File: src/rtl/addsub_arbiter.sv
// rtl/addsub_arbiter.sv - round-robin shared add/subtract unit with held response (ADDSUB_ARB_STATS_EN enables grant counters)
module addsub_arbiter #(
    parameter int WIDTH = 5
) (
    input  logic             clk,
    input  logic             rst_n,
    input  logic             req0_valid,
    output logic             req0_ready,
    input  logic [WIDTH-1:0] req0_x,
    input  logic [WIDTH-1:0] req0_y,
    input  logic             req0_sub,
    input  logic             req1_valid,
    output logic             req1_ready,
    input  logic [WIDTH-1:0] req1_x,
    input  logic [WIDTH-1:0] req1_y,
    input  logic             req1_sub,
    output logic             rsp_valid,
    input  logic             rsp_ready,
    output logic             rsp_id,
    output logic [WIDTH-1:0] rsp_s,
    output logic             rsp_c,
    output logic             rsp_e,
    output logic [7:0]       grant_cnt0,
    output logic [7:0]       grant_cnt1
);

    typedef enum logic [1:0] {IDLE, EXEC, RESP} state_t;

    state_t           state, state_nx;
    logic             pri;
    logic [WIDTH-1:0] x_q, y_q;
    logic             sub_q, id_q;
    logic             grant0, grant1;
    logic [WIDTH-1:0] y_inv;
    logic [WIDTH:0]   sum_full;
    logic [WIDTH-1:0] sum_low;

    // Grant depends only on valids and the pointer, never on operands.
    assign grant0 = req0_valid && (!pri || !req1_valid);
    assign grant1 = req1_valid && (pri || !req0_valid);

    always_comb begin
        state_nx   = state;
        req0_ready = 1'b0;
        req1_ready = 1'b0;
        rsp_valid  = 1'b0;
        case (state)
            IDLE: begin
                if (grant0) begin
                    req0_ready = 1'b1;
                    state_nx   = EXEC;
                end else if (grant1) begin
                    req1_ready = 1'b1;
                    state_nx   = EXEC;
                end
            end
            EXEC: state_nx = RESP;
            RESP: begin
                rsp_valid = 1'b1;
                if (rsp_ready) state_nx = IDLE;
            end
            default: state_nx = IDLE;
        endcase
    end

    // Low-bit sum exposes the carry into the MSB for the overflow flag.
    always_comb begin
        y_inv    = y_q ^ {WIDTH{sub_q}};
        sum_full = {1'b0, x_q} + {1'b0, y_inv} + {{WIDTH{1'b0}}, sub_q};
        sum_low  = {1'b0, x_q[WIDTH-2:0]} + {1'b0, y_inv[WIDTH-2:0]}
                 + {{(WIDTH-1){1'b0}}, sub_q};
    end

    always_ff @(posedge clk or negedge rst_n) begin
        if (!rst_n) begin
            state  <= IDLE;
            pri    <= 1'b0;
            x_q    <= '0;
            y_q    <= '0;
            sub_q  <= 1'b0;
            id_q   <= 1'b0;
            rsp_id <= 1'b0;
            rsp_s  <= '0;
            rsp_c  <= 1'b0;
            rsp_e  <= 1'b0;
        end else begin
            state <= state_nx;
            if (req0_ready) begin
                x_q   <= req0_x;
                y_q   <= req0_y;
                sub_q <= req0_sub;
                id_q  <= 1'b0;
            end else if (req1_ready) begin
                x_q   <= req1_x;
                y_q   <= req1_y;
                sub_q <= req1_sub;
                id_q  <= 1'b1;
            end
            if (state == EXEC) begin
                rsp_id <= id_q;
                rsp_s  <= sum_full[WIDTH-1:0];
                rsp_c  <= sum_full[WIDTH];
                rsp_e  <= sum_full[WIDTH] ^ sum_low[WIDTH-1];
            end
            if (rsp_valid && rsp_ready) pri <= ~rsp_id;
        end
    end

`ifdef ADDSUB_ARB_STATS_EN
    always_ff @(posedge clk or negedge rst_n) begin
        if (!rst_n) begin
            grant_cnt0 <= '0;
            grant_cnt1 <= '0;
        end else begin
            if (req0_ready && grant_cnt0 != 8'hff) grant_cnt0 <= grant_cnt0 + 8'd1;
            if (req1_ready && grant_cnt1 != 8'hff) grant_cnt1 <= grant_cnt1 + 8'd1;
        end
    end
`else
    assign grant_cnt0 = '0;
    assign grant_cnt1 = '0;
`endif

endmodule

File: config.mk
export PLATFORM = sky130hd
export DESIGN_NAME = addsub_arbiter
export DESIGN_NICKNAME = d
export VERILOG_FILES = /design/src/rtl/addsub_arbiter.sv
export SDC_FILE = /design/constraint.sdc
export NUM_CORES = 1
export LEC_CHECK = 0
export CAP_MARGIN = 25
export CORE_MARGIN = 5
export CORE_UTILIZATION = 45
export DETAILED_ROUTE_END_ITERATION = 8
export MAX_ROUTING_LAYER = met4
export PLACE_DENSITY_LB_ADDON = 0.05
export SLEW_MARGIN = 5
export SYNTH_ARGS = -nofsm -noshare
export SYNTH_HDL_FRONTEND = slang
export SYNTH_SLANG_ARGS = --single-unit
File: constraint.sdc
create_clock -name clk -period 3 [get_ports clk]
set_input_delay 0.6 -clock clk [delete_from_list [all_inputs] [get_ports clk]]
set_output_delay 0.6 -clock clk [all_outputs]
set_load 0.01 [all_outputs]
==> metrics.csv, run 1 <==
stage;metric;value;unit
global_routing;track_usage;12.57;%
sta;worst_slew_pin_slew;711.1;ps
setup_path;crit_chain;clkdlybuf4s50_1 -> nand2b_1 -> and3_1 -> clkdlybuf4s50_1;
final_layout;final_nets;196;
sta;hold-worst-slack;492.2;ps
routing;vias_per_cell;4.856;
floorplan;die_y;64.21;µm
power;pwr-share-seq;31.4;%
sta;period_minus_slack;2451;ps
synthesis;synth_top_area_cell;dfrtp_1;
floorplan;ioPinCount;54;
setup_path;path_common_cell;clkdlybuf4s50_1;
clock_tree;post_cts_buffers;0;
synthesis;synth-simple-area-share;7.096;%
routing;firstDrtPassIters;4;
setup_path;crit_required;2400;ps
flow_run;max_cap_viol_count;0;
setup_path;end_kind;output port;
floorplan;die-area;4123;µm²
sta;max_freq;0.4080;GHz
routing;wl_per_cell;12.36;µm
routing;drtIter0Drc;28;
final_layout;design_area;1678;µm²
place;portBuffers;37;
place;placed_area;1652;µm²
clock_tree;hold_buffers;0;
sta;slew_viol_final;0;
global_routing;grt_pass1_vias;976;
final_layout;drive_gt1_share;6.135;%
sta;tns;0;ps
synthesis;synth_area;1323;µm²
sta;slew_headroom;52.59;%
setup_path;crit_type;in -> out;
setup_path;start_kind;input port;
synthesis;synth_compound_area_share;13.53;%
global_routing;overflow;0;
global_routing;antenna_found_initial;0;
synthesis;syn_avg_cell_area;10.41;µm²
global_routing;grt_pass1_wl;4140;µm
floorplan;core_area;2781;µm²
sta;min_period_over_period;81.71;%
global_routing;grt_max_degree;24;
clock_tree;cts_resized;0;
setup_path;cp_slowest_cell;clkdlybuf4s50_1;
power;pwr-share-clk;7.8;%
power;p_leak;0.8022;nW
synthesis;synth_xor_xnor_area_share;5.298;%
clock_tree;clk_pin_slew;120;ps
worst_hold_path;hp-class;reg -> reg;
synthesis;synth_cells;127;
clock_tree;clkLatencyLatePin;310;ps
status;status;finished clean;
synthesis;synth_common_cells;23 x dfrtp_1, 16 x buf_4, 14 x a21oi_1;
synthesis;synth_cell_type_count;28;
synthesis;ys_seq_area_share;43.52;%
synthesis;async_reset_ff_share;100.0;%
sta;hold_viol_final;0;
routing;routed_wl;2398;µm
place;routabilityCongestion;0.6849;
final_layout;area_growth;26.87;%
synthesis;synth_mux_area_share;12.68;%
setup_path;arrival;1850;ps
power;comb_power_share;60.8;%
clock_tree;clockBufferDepth;2;
clock_tree;cts_tree;built;
clock_tree;cts_buffers;3;
routing;ant_nets;0;
floorplan;start_util;47.55;%
sta;setup_violations;0;
routing;vias;942;
power;ir_drop;0.0006431;V
floorplan;row_count;19;
power;power_density;1095;nW/µm²
final_layout;fillCellCount;254;
sta;clock_skew;4.286;ps
synthesis;synth_top_family_by_area;compound AO/OA/AOI/OAI gates;
clock_tree;h-tree-depth;1;
synthesis;yosysWarnings;0;
clock_tree;clock_sinks;23;
clock_tree;clockRootBuffer;clkbuf_4;
setup_path;crit_family;buffers and inverters;
synthesis;synth.top_cell.area_share;43.52;%
synthesis;ys_top_cells_by_area;dfrtp_1 44%, mux2i_1 9.8%, buf_4 9.1%;
final_layout;antenna_cells;0;
power;switching_power;0.7401;mW
floorplan;die_x;64.21;µm
setup_path;slowest_delay;540;ps
sta;rsz0062_at_grt;no;
power;swShare;40.30;%
synthesis;ys.flop_type;dfrtp_1;
power;p_int;1.096;mW
synthesis;ys_ff_latch;23;
synthesis;synth_fa_ha_area_share;5.298;%
routing;drc;0;
place;dp_hpwl;1993;µm
setup_path;critPathBufInv;2;
synthesis;yosysMostFrequentCell;dfrtp_1;
synthesis;synth-edff-count;0;
setup_path;path_max_fanout;3;
[area by class of cell]
| cell class | instances | area (µm²) | share of cell area (%) |
|---|---|---|---|
| Clock buffer | 4 | 26.28 | 1.566 |
| Sequential cell | 23 | 575.6 | 34.30 |
| Inverter | 3 | 11.26 | 0.6711 |
| Multi-Input combinational cell | 94 | 640.6 | 38.18 |
| Tap cell | 31 | 38.79 | 2.312 |
| Timing Repair Buffer | 39 | 385.4 | 22.97 |
[sequential cells by signal, summed over array words and instances (netlist names)]
register	cells
rsp_c	1
state	2
sub_q	1
id_q	1
pri	1
rsp_id	1
rsp_s	5
rsp_e	1
x_q	5
y_q	5
[worst reg2reg max path, delay by kind of cell (launching register included)]
kind	cells	cell delay [ps]
AOI/OAI and AO/OA	3	500
muxes	1	320
adders and majority gates	1	410
DFF	1	490
xor gates and xnor gates	1	170
[power groups by stage]
stage	clock network [mW]	logic, mW	registers (mW)
final	0.143	1.12	0.577
after floorplan	0	0.847	0.582
after global placement	0	1.10	0.582
after detailed placement	0	1.13	0.589
after global routing	0.154	1.25	0.601
after CTS	0.148	1.13	0.582
[cells by family (layout without fill, tap and decap cells)]
family	count (synthesis)	in the layout
xor+xnor	8	8
compound gates	27	27
flops	23	23
buf+inv	25	46
fa+ha+maj	5	5
mux	16	16
other cells	1	16
simple gates	22	22
[through the flow]
step	setup WS [ps]	instances	util [%]	power (mW)
after floorplan	1114	142	-	1.429
after global placement	588.0	190	59.38	1.685
after detailed placement	540.6	190	59.38	1.720
after CTS	547.5	194	60.32	1.862
after global routing	475.2	194	60.32	2.007
final	548.8	194	60.32	1.837
[layer usage]
| layer | wire, µm | vias to the layer above | GRT usage [%] |
|---|---|---|---|
| met3 | 168 | 2 | 2.452 |
| met1 | 1082 | 437 | 16.30 |
| met5 | 0 | - | - |
| met4 | 10 | 0 | 3.817 |
| met2 | 1136 | 33 | 19.85 |
| li1 | - | 470 | - |
[cells in the final DEF, fill, tap and decap left out]
cell type,n
a211o_1,1
ha_1,4
conb_1,16
mux2_4,1
nand3_1,1
inv_1,3
clkbuf_4,3
a31oi_4,1
mux2_2,2
xor2_1,5
a31oi_1,1
mux2i_1,13
clkdlybuf4s50_1,37
and3_1,1
nand2_1,5
dfrtp_1,23
nand2b_1,3
a31o_4,1
fa_1,1
buf_4,2
nor2_1,12
clkbuf_1,1
o21a_1,1
xnor2_1,3
o21ai_0,5
a21oi_1,14
a21o_1,3
[final timing paths]
check | start | endpoint | slack [ps] | cells past startpoint
min in group asynchronous | rst_n | pri | 620 | 2
worst min register to register | rsp_id | pri | 490 | 1
worst max register to register | sub_q | rsp_s[4] | 990 | 6
worst max-delay path | req0_valid | req1_ready | 550 | 4
worst min-delay path | rsp_id | pri | 490 | 1
max in group asynchronous | rst_n | x_q[0] | 2150 | 2
No activity file was read; power rests on OpenSTA's default activity.
==> run 2: changes to the inputs <==
--- a/config.mk
+++ b/config.mk
@@ -7,7 +7,7 @@
 export LEC_CHECK = 0
 export CAP_MARGIN = 25
 export CORE_MARGIN = 5
-export CORE_UTILIZATION = 45
+export CORE_UTILIZATION = 43
 export DETAILED_ROUTE_END_ITERATION = 8
 export MAX_ROUTING_LAYER = met4
 export PLACE_DENSITY_LB_ADDON = 0.05
==> constraint.sdc (replaced) <==
create_clock -name clk -period 2.45 [get_ports clk]
set_input_delay 0.49 -clock clk [delete_from_list [all_inputs] [get_ports clk]]
set_output_delay 0.49 -clock clk [all_outputs]
set_load 0.01 [all_outputs]
==> metrics.csv, run 2 (synthesized netlist as in run 1, its figures left out) <==
stage;metric;value;unit;change
clock_tree;post_cts_buffers;0;;unchanged
place;dp_hpwl;1898;µm;was 1993 µm
sta;period_minus_slack;2220;ps;
clock_tree;clockRootBuffer;clkbuf_4;;unchanged
routing;firstDrtPassIters;3;;was 4
global_routing;grt_pass1_wl;3974;µm;was 4140 µm
place;placed_area;1662;µm²;was 1652 µm²
sta;rsz0062_at_grt;no;;unchanged
final_layout;final_common_cell;clkdlybuf4s50_1;;unchanged
floorplan;start_util;44.04;%;was 47.55%
sta;clock_skew;5.190;ps;was 4.286 ps
final_layout;final_cell_mix;37 x clkdlybuf4s50_1, 23 x dfrtp_1, 16 x conb_1;;unchanged
power;p_leak;0.8099;nW;was 0.8022 nW
setup_path;end_kind;output port;;unchanged
sta;hold_viol_final;0;;unchanged
clock_tree;h-tree-depth;1;;unchanged
power;power_density;1339;nW/µm²;was 1095 nW/µm²
sta;min_period_over_period;90.60;%;
floorplan;ioPinCount;54;;unchanged
final_layout;fillCellCount;292;;was 254
place;dp.cells;193;;was 190
global_routing;track_usage;12.23;%;was 12.57%
floorplan;die_y;65.46;µm;was 64.21 µm
final_layout;final_nets;197;;was 196
floorplan;row_count;20;;was 19
routing;vias_per_cell;4.619;;was 4.856
routing;ant_nets;0;;unchanged
clock_tree;cts_resized;0;;unchanged
setup_path;path_max_fanout;3;;unchanged
clock_tree;cts_buffers;3;;unchanged
clock_tree;clockBufferDepth;2;;unchanged
floorplan;die-area;4285;µm²;was 4123 µm²
global_routing;grt_pass1_vias;905;;was 976
global_routing;antenna_found_initial;0;;unchanged
routing;wl_per_cell;11.78;µm;was 12.36 µm
worst_hold_path;hp-class;reg -> reg;;unchanged
status;status;finished clean;;unchanged
global_routing;overflow;0;;unchanged
setup_path;crit_type;in -> out;;unchanged
setup_path;crit_required;1960;ps;was 2400 ps
routing;routed_wl;2321;µm;was 2398 µm
flow_run;max_cap_viol_count;0;;unchanged
sta;setup_violations;0;;unchanged
sta;slew_viol_final;0;;unchanged
power;ir_drop;0.0005094;V;was 0.0006431 V
final_layout;drive_gt1_share;7.317;%;was 6.135%
final_layout;stdcell_count;197;;was 194
clock_tree;hold_buffers;0;;unchanged
sta;setup_ws;230.4;ps;was 548.8 ps
final_layout;top_regs;rsp_s x5, x_q x5, y_q x5;;unchanged
sta;max_freq;0.4505;GHz;
final_layout;antenna_cells;0;;unchanged
setup_path;arrival;1730;ps;was 1850 ps
clock_tree;clock_sinks;23;;unchanged
clock_tree;clkLatencyLatePin;300;ps;was 310 ps
setup_path;start_kind;input port;;unchanged
clock_tree;clk_pin_slew;130;ps;was 120 ps
place;place_ws;231.4;ps;was 540.6 ps
sta;hold-worst-slack;489.5;ps;was 492.2 ps
clock_tree;cts_tree;built;;unchanged
place;portBuffers;37;;unchanged
floorplan;die_x;65.46;µm;was 64.21 µm
global_routing;grt_max_degree;24;;unchanged
place;routabilityCongestion;0.6823;;was 0.6849
final_layout;design_area;1689;µm²;was 1678 µm²
final_layout;area_growth;27.72;%;was 26.87%
floorplan;core_area;3003;µm²;was 2781 µm²
routing;drtIter0Drc;12;;was 28
routing;drc;0;;unchanged
routing;vias;910;;was 942
sta;tns;0;ps;unchanged
run 2: metal layers:
layer / up-vias / part of all wire (%) / track usage, %
li1: 474 / - / -
met1: 405 / 47 / 15.65
met2: 29 / 47 / 19.22
met3: 2 / 5.6 / 2.393
met4: 0 / 0.60 / 4.663
met5: - / 0 / -
run 2: area by class of cell:
| class | instances | area, µm² | share of cell area, % |
|---|---|---|---|
| Tap cell | 33 | 41.29 | 2.444 |
| Clock buffer | 3 | 22.52 | 1.333 |
| Sequential cell | 23 | 575.6 | 34.07 |
| Inverter | 3 | 11.26 | 0.6667 |
| Clock inverter | 1 | 5.005 | 0.2963 |
| Multi-Input combinational cell | 94 | 640.6 | 37.93 |
| Timing Repair Buffer | 40 | 392.9 | 23.26 |
run 2: worst max-delay path: stages:
cell and delay (ps):
clkdlybuf4s50_1 440, nand2b_1 90, and3_1 170, clkdlybuf4s50_1 540
run 2: metrics by stage:
| stage | utilization (%) | total power [mW] |
|---|---|---|
| 2_1_floorplan | - | 1.750 |
| 3_3_place_gp | 55.33 | 2.078 |
| 3_5_place_dp | 55.33 | 2.128 |
| 4_1_cts | 56.25 | 2.306 |
| 5_1_grt | 56.25 | 2.489 |
| 6_report | 56.25 | 2.262 |
run 2: path summary, 6_finish.rpt:
path / slack (ps) / end / startpoint / cells past startpoint
hold / removal: 490 / rsp_s[4] / rsp_s[4] / 2
max in group asynchronous: 1700 / x_q[2] / rst_n / 2
hold reg to reg: 490 / rsp_s[4] / rsp_s[4] / 2
setup reg to reg: 440 / rsp_s[4] / sub_q / 6
setup / recovery: 230 / req1_ready / req0_valid / 4
min in group asynchronous: 520 / state[1] / rst_n / 2
run 2: where the power goes:
part | total (mW) | switching, mW | leakage (nW) | internal (mW)
logic | 1.38 | 0.667 | 0.529 | 0.717
clock network | 0.171 | 0.110 | 0.0177 | 0.0609
registers | 0.707 | 0.134 | 0.263 | 0.573
total | 2.26 | 0.911 | 0.810 | 1.35
